**config.mk**
```make
export PLATFORM = sky130hd
export DESIGN_NAME = issue_unit
export DESIGN_NICKNAME = d
export VERILOG_FILES = /design/src/rtl/issue_unit.sv
export SDC_FILE = /design/constraint.sdc
export NUM_CORES = 1
export LEC_CHECK = 0
export CAP_MARGIN = 20
export CORE_MARGIN = 1.5
export CORE_UTILIZATION = 47
export CTS_CLUSTER_SIZE = 14
export DETAILED_ROUTE_END_ITERATION = 10
export GPL_TIMING_DRIVEN = 0
export PLACE_DENSITY_LB_ADDON = 0.25
export SLEW_MARGIN = 15
export SYNTH_ARGS = -nofsm -noshare
export SYNTH_HDL_FRONTEND = slang
export SYNTH_SLANG_ARGS = --single-unit
```
**constraint.sdc**
```tcl
create_clock -name CLK -period 6.45 [get_ports CLK]
set_clock_uncertainty 0.1 [all_clocks]
set_input_delay 0.645 -clock CLK [delete_from_list [all_inputs] [get_ports CLK]]
set_output_delay 0.645 -clock CLK [all_outputs]
set_load 0.005 [all_outputs]
```
**src/rtl/issue_unit.sv**
```systemverilog
// In-order issue stage: pops the instruction queue, allocates a reservation station and renames rd.
// Define ISSUE_STATS_EN to add the issued_cnt / stall_cnt statistics outputs.
module issue_unit #(
   parameter int unsigned NUM_ADD = 3,
   parameter int unsigned NUM_MUL = 2
) (
   input  logic               CLK,
   input  logic               CLR,
   input  logic               vazio,
   input  logic               q_adc,
   input  logic [15:0]        instrIn,
   output logic               rtr,
   input  logic [NUM_ADD-1:0] add_busy,
   input  logic [NUM_MUL-1:0] mul_busy,
   output logic [2:0]         rf_ra,
   output logic [2:0]         rf_rb,
   input  logic [15:0]        rf_da,
   input  logic [15:0]        rf_db,
   input  logic               cdb_valid,
   input  logic [2:0]         cdb_tag,
   input  logic [15:0]        cdb_data,
   output logic               rs_we,
   output logic [2:0]         rs_tag,
   output logic [1:0]         rs_op,
   output logic [15:0]        rs_vj,
   output logic [15:0]        rs_vk,
   output logic [2:0]         rs_qj,
   output logic [2:0]         rs_qk,
   output logic               busy_o
`ifdef ISSUE_STATS_EN
   ,
   output logic [15:0]        issued_cnt,
   output logic [15:0]        stall_cnt
`endif
);

   typedef enum logic [1:0] {
      StIdle     = 2'd0,
      StFetch    = 2'd1,
      StDispatch = 2'd2
   } state_e;

   state_e      state_q, state_d;
   logic [15:0] ir_q;
   logic [2:0]  rst_q [8];

   logic [3:0]  ir_opc;
   logic [2:0]  ir_rd, ir_rs, ir_rt;
   logic        op_valid, is_mul;
   logic        free_found;
   logic [2:0]  free_tag;
   logic        pop_ok;
   logic [2:0]  tag_j, tag_k;
   logic        unused_ir;

   assign ir_opc    = ir_q[15:12];
   assign ir_rd     = ir_q[11:9];
   assign ir_rs     = ir_q[8:6];
   assign ir_rt     = ir_q[5:3];
   assign unused_ir = ^ir_q[2:0];
   assign op_valid  = (ir_opc[3:2] == 2'b00);
   assign is_mul    = ir_opc[1];
   assign pop_ok    = !vazio && !q_adc;
   assign tag_j     = rst_q[ir_rs];
   assign tag_k     = rst_q[ir_rt];
   assign busy_o    = (state_q != StIdle);

   // Scan from the top down so the lowest free index is the one left standing.
   always_comb begin
      free_found = 1'b0;
      free_tag   = 3'd0;
      if (!is_mul) begin
         for (int i = int'(NUM_ADD) - 1; i >= 0; i--) begin
            if (!add_busy[i]) begin
               free_found = 1'b1;
               free_tag   = 3'(i + 1);
            end
         end
      end else begin
         for (int i = int'(NUM_MUL) - 1; i >= 0; i--) begin
            if (!mul_busy[i]) begin
               free_found = 1'b1;
               free_tag   = 3'(int'(NUM_ADD) + i + 1);
            end
         end
      end
   end

   always_ff @(posedge CLK or negedge CLR) begin
      if (!CLR) begin
         state_q <= StIdle;
      end else begin
         state_q <= state_d;
      end
   end

   always_ff @(posedge CLK or negedge CLR) begin
      if (!CLR) begin
         ir_q <= 16'd0;
      end else if (state_q == StFetch) begin
         ir_q <= instrIn;
      end
   end

   always_comb begin
      state_d = state_q;
      rtr     = 1'b0;
      rf_ra   = 3'd0;
      rf_rb   = 3'd0;
      rs_we   = 1'b0;
      rs_tag  = 3'd0;
      rs_op   = 2'd0;
      rs_vj   = 16'd0;
      rs_vk   = 16'd0;
      rs_qj   = 3'd0;
      rs_qk   = 3'd0;
      unique case (state_q)
         StIdle: begin
            rtr = pop_ok;
            if (pop_ok) state_d = StFetch;
         end
         StFetch: begin
            state_d = StDispatch;
         end
         StDispatch: begin
            rf_ra = ir_rs;
            rf_rb = ir_rt;
            if (!op_valid) begin
               state_d = StIdle;
            end else if (free_found) begin
               rs_we  = 1'b1;
               rs_tag = free_tag;
               rs_op  = ir_opc[1:0];
               // Operands see the rename table before this cycle's rename of rd.
               if (tag_j == 3'd0) begin
                  rs_vj = rf_da;
               end else if (cdb_valid && cdb_tag == tag_j) begin
                  rs_vj = cdb_data;
               end else begin
                  rs_qj = tag_j;
               end
               if (tag_k == 3'd0) begin
                  rs_vk = rf_db;
               end else if (cdb_valid && cdb_tag == tag_k) begin
                  rs_vk = cdb_data;
               end else begin
                  rs_qk = tag_k;
               end
               rtr     = pop_ok;
               state_d = pop_ok ? StFetch : StIdle;
            end
         end
         default: begin
            state_d = StIdle;
         end
      endcase
      rtr = rtr && CLR;
   end

   // Rename of rd takes precedence over a CDB clear of the same register.
   always_ff @(posedge CLK or negedge CLR) begin
      if (!CLR) begin
         for (int r = 0; r < 8; r++) begin
            rst_q[r] <= 3'd0;
         end
      end else begin
         for (int r = 0; r < 8; r++) begin
            if (rs_we && ir_rd == 3'(r)) begin
               rst_q[r] <= rs_tag;
            end else if (cdb_valid && cdb_tag != 3'd0 && rst_q[r] == cdb_tag) begin
               rst_q[r] <= 3'd0;
            end
         end
      end
   end

`ifdef ISSUE_STATS_EN
   always_ff @(posedge CLK or negedge CLR) begin
      if (!CLR) begin
         issued_cnt <= 16'd0;
         stall_cnt  <= 16'd0;
      end else begin
         if (rs_we) issued_cnt <= issued_cnt + 16'd1;
         if (state_q == StDispatch && op_valid && !free_found) stall_cnt <= stall_cnt + 16'd1;
      end
   end
`endif

endmodule
```
* After elaboration in Yosys (flattened, before gate mapping)
Index checks and enable logic that the tools add are counted.
Cells by class: magnitude comparators 2, eq/ne operators 21, multiplexer cells 73, bitwise logic cells 2, reductions and logical operators 39
Operator list (count):
- 16-bit two-way mux | 10
- 3-bit two-way mux | 40
- 3-bit equality test | 10
- 1-bit logical AND | 21
- 3-bit binary-select mux with 3-bit select | 2
- 2-bit nonzero test | 9
- 2-bit two-way mux | 7
- 3-bit equality test, second input constant | 4
- 1-bit two-way mux | 12
- 3-bit logical NOT | 3
- 4-bit greater-or-equal comparator, second input constant | 2
- 3-bit inverter with 4-bit output | 2
- 3-bit by 2-bit equality test with 1-bit output, second input constant | 2
- 2-bit one-hot mux with 3 select lines | 1
- 2-bit logical NOT | 2
- 3-bit by 1-bit equality test with 1-bit output, second input constant | 1
- 3-bit != test, second input constant | 1
- 3-bit nonzero test | 1
- 2-bit by 1-bit equality test with 1-bit output, second input constant | 1
- 2-bit equality test, second input constant | 1
- 1-bit logical NOT | 2
- 2-bit != test, second input constant | 1
- 1-bit one-hot mux with 2 select lines | 1
- 2-bit AND reduction | 1
Storage, ports and cells: bits in registers 42, output and inout bits 52

* Depth between registers and ports, before layout
depth in word-level cells 11, mapped depth 10, mapped depth without buffers 8

* Least setup slack after synthesis
Ideal clock, no wire load.
kind flip-flop to output port, start register ir_q[6], end output rs_vj[0], data arrival time 2137 ps, data required time 5705 ps, path slack 3568 ps, cell stages (with the launch flop) 9, path buffers 2, cell sequence dfrtp_1 -> buf_6 -> mux4_2 -> mux2i_4 -> nand2_1 -> nor4_4 -> a311oi_4 -> buf_6 -> o31ai_2
Between the ends: word-level cells in the longest chain between the ends 11, elaborated cells on any way between the ends 12
RTL lines:
- from (decl) | line 44 | logic [15:0] ir_q;
- from (signal assigned) | line 101 | ir_q <= instrIn;
- 3-bit inverter with 4-bit output (implied by the code) (*) | line 64 | assign tag_j = rst_q[ir_rs];
- 3-bit binary-select mux with 3-bit select (*) | line 64
- 3-bit two-way mux (implied by the code) (*) (2 in series) | line 64
- 3-bit equality test | line 137 | end else if (cdb_valid && cdb_tag == tag_j) begin
- 1-bit logical AND | line 137
- 16-bit two-way mux | line 137
- 16-bit two-way mux (*) | line 135 | if (tag_j == 3'd0) begin
- 16-bit two-way mux (*) | line 130 | end else if (free_found) begin
- 16-bit two-way mux (*) | line 128 | if (!op_valid) begin
- 16-bit two-way mux (*) | line 117 | unique case (state_q)
- to (decl) | line 25 | output logic [15:0] rs_vj,
Every way passes the cells marked *; elsewhere a longest branch is shown, timed or not. The select of a mux whose other input is x is not followed.

* Worst setup path after layout
start input add_busy[1], end output rs_vj[6]
Between the ends: word-level cells in the longest chain between the ends 6
RTL lines:
- from (decl) | line 13 | input logic [NUM_ADD-1:0] add_busy,
- 1-bit two-way mux (2 in series) | line 74 | if (!add_busy[i]) begin
- 1-bit two-way mux | line 72 | if (!is_mul) begin
- 16-bit two-way mux | line 130
- 16-bit two-way mux | line 128
- 16-bit two-way mux | line 117
No other way between the ends.

==> results_dict.tcl <==
set metrics [dict create \
    status "finished, violations left" \
    violations "design-rule violations" \
    netlist_area_um2 3140 \
    totalWireLength_um 9960 \
    period_needed_ns 4.25 \
    tightest_slew_ns 0.845 \
    cp_max_fo 10 \
    tns_ns 0 \
    grt_max_degree 27 \
    ant_nets 0 \
    first_pass_iters 7 \
    cts.clk_slew.worst_paths_ns 0.08 \
    die_w_um 84.8 \
    synth_edf_count 0 \
    critPathLaunchType "input port" \
    synth_fp_nets 381 \
    cap_violations 0 \
    yosysWarnings 0 \
    cp_slowest_cell "clkdlybuf4s50_1" \
    yosysUniqueCellTypes 54 \
    row_count 29 \
    grt_pass1_vias 3166 \
    wl_per_cell_um 19.3 \
    slew_headroom_pct 43.3 \
    grt_pass1_wl_um 15900 \
    drv_slew 0 \
    total_power_uw 821 \
    leakagePower_nw 1.68 \
    synth_top_area_share_pct 31.1 \
    fmax_mhz 236 \
    num_io_pins 129 \
    synth.yosys.seq_area_share_pct 31.1 \
    synth_cells 304 \
    setup_viol 0 \
    clk_path_buf_depth 2 \
    numCtsBuffers 5 \
    dr_total_vias 3093 \
    die_height_um 84.8 \
    synth_seq_cells 39 \
    postCtsSetupRepairBufs 0 \
    synth_flop_cell "dfrtp_1" \
    drc_errors 14 \
    synth.largest_area_cell "dfrtp_1" \
    overflow 0 \
    crit_chain "clkdlybuf4s50_1 -> and4b_1 -> a31oi_1 -> nand2_1 -> clkbuf_1 -> nor3b_2 -> buf_2 -> nand2_1 -> o31ai_2 -> clkdlybuf4s50_1" \
    diodes 0 \
    fin_util_pct 71.4 \
    worstPathRequired_ns 5.70 \
    synth_common_cells "nand2_1, dfrtp_1, xnor2_1" \
    drt_iter0_drc 241 \
    irDropWorstVdd_mv 0.0976 \
    h-tree-depth 2 \
    syn_area_per_cell_um2 10.3 \
    power.density_nw_per_um2 179 \
    syn2layout_area_growth_pct 45.9 \
    die-area_um2 7180 \
    async_reset_ff_share_pct 100 \
    holdBufCountCts 0 \
    hp-class "input port to asynchronous set/reset pin" \
    via_per_inst 6.01 \
    ys_top_cells_by_area "dfrtp_1, xnor2_1, a22o_1" \
    final_layout_size_suffix_gt1_share_pct 14.4 \
    rsz0062_at_grt "false" \
    critPathKind "input port to output pin" \
    portBuffers 124 \
    cts_resized 0 \
    start_util_pct 48.9 \
    synth_most_common_cell "nand2_1" \
    place_hpwl_um 7650 \
    gp_congestion 0.879 \
    clk_latency_ns 0.30 \
    end_kind "output pin" \
    cts_num_sinks 39 \
    core_area_um2 6420 \
    track_usage_pct 28.0 \
    min_period_over_period_pct 65.8 \
    critPathMaxStageDelay_ns 0.55 \
    cts_tree "done" \
    arrival_ns 3.50 \
    final_hold_viol_count 0 \
    fin_nets 514 \
    cts_root_buffer "clkbuf_8" \
    antenna_found_initial 0 \
]
power breakdown:
group | internal, mW | switching, mW | leakage (nW)
Combinational | 0.174 | 0.177 | 1.13
Clock | 0.0756 | 0.0902 | 0.0412
Sequential | 0.275 | 0.0293 | 0.514
layout by cell type, fill, tap and decap left out, types with 2 or more instances in the layout:
master and count:
nand2_1 42, a22oi_1 2, o31ai_2 10, a22o_1 24, a311oi_1 6, mux2i_1 9, and4_1 2, inv_1 6
a32o_1 14, nor3_1 2, nor3b_1 3, o31ai_1 8, nor2b_1 4, nor2_1 4, clkbuf_8 5, nand3_1 3
a41oi_1 8, dfrtp_1 39, nor4b_1 2, mux2_2 13, mux4_2 8, and2_1 11, nand3b_1 4, buf_6 2
clkbuf_1 15, buf_2 5, xnor2_1 27, clkdlybuf4s50_1 123, and3_1 3, mux2i_4 3, buf_4 3
final cells by class:
class | count | area [um^2]
timing repair buffer | 126 | 1260
multi-input combinational | 234 | 2020
buffer | 24 | 121
inverter | 7 | 26.3
sequential | 39 | 976
tap | 77 | 96.3
fill | 476 | 1840
clock inverter | 2 | 12.5
clock buffer | 6 | 72.6
flip-flops by register name, indices dropped and copies added, names as in the netlist:
register / flops
ir_q: 13
rst_q: 24
state_q: 2
path summary, 6_finish.rpt:
| check | startpoint | endpoint | slack (ns) | cells past startpoint |
|---|---|---|---|---|
| setup / recovery | add_busy[1] | rs_vj[6] | 2.20 | 10 |
| hold / removal | CLR | rst_q[14] | 0.15 | 1 |
| setup reg to reg | state_q[0] | rst_q[7] | 3.66 | 8 |
| hold reg to reg | ir_q[12] | ir_q[12] | 0.40 | 1 |
| max in group asynchronous | CLR | ir_q[8] | 5.65 | 2 |
| min in group CLK | ir_q[12] | ir_q[12] | 0.40 | 1 |
routing by layer:
layer	wire (um)	share of wire (%)	vias to the layer above	global-route usage, %
met4	136	1.4	0	8.35
li1	-	-	1439	-
met3	543	5.5	16	5.31
met2	4920	49	104	47.8
met1	4360	44	1534	36.1
met5	0	0	-	0
stage by stage:
step / hold slack, ns / worst slack [ns] / cells / area [um^2]
2_1_floorplan: 0.249 / 3.57 / 304 / 3140
3_3_place_gp: 0.382 / 2.28 / 505 / 4480
3_5_place_dp: 0.388 / 2.24 / 506 / 4490
4_1_cts: 0.150 / 2.23 / 514 / 4580
5_1_grt: 0.166 / 1.96 / 515 / 4580
6_report: 0.146 / 2.20 / 515 / 4580
critical path, delay by kind of cell:
kind	cells	cell delay, ns
and+or+nand+nor	4	0.95
AOI/OAI and AO/OA	2	0.25
buffers and inverters	4	1.65
kinds of logic after synthesis:
kind of cell | share of synthesized area, %
mux | 15.4
xor+xnor | 8.32
flops | 31.1
compound gates | 24.9
buf+inv | 4.70
simple gates | 15.7
Note: power is estimated with default switching activity, not from simulation.
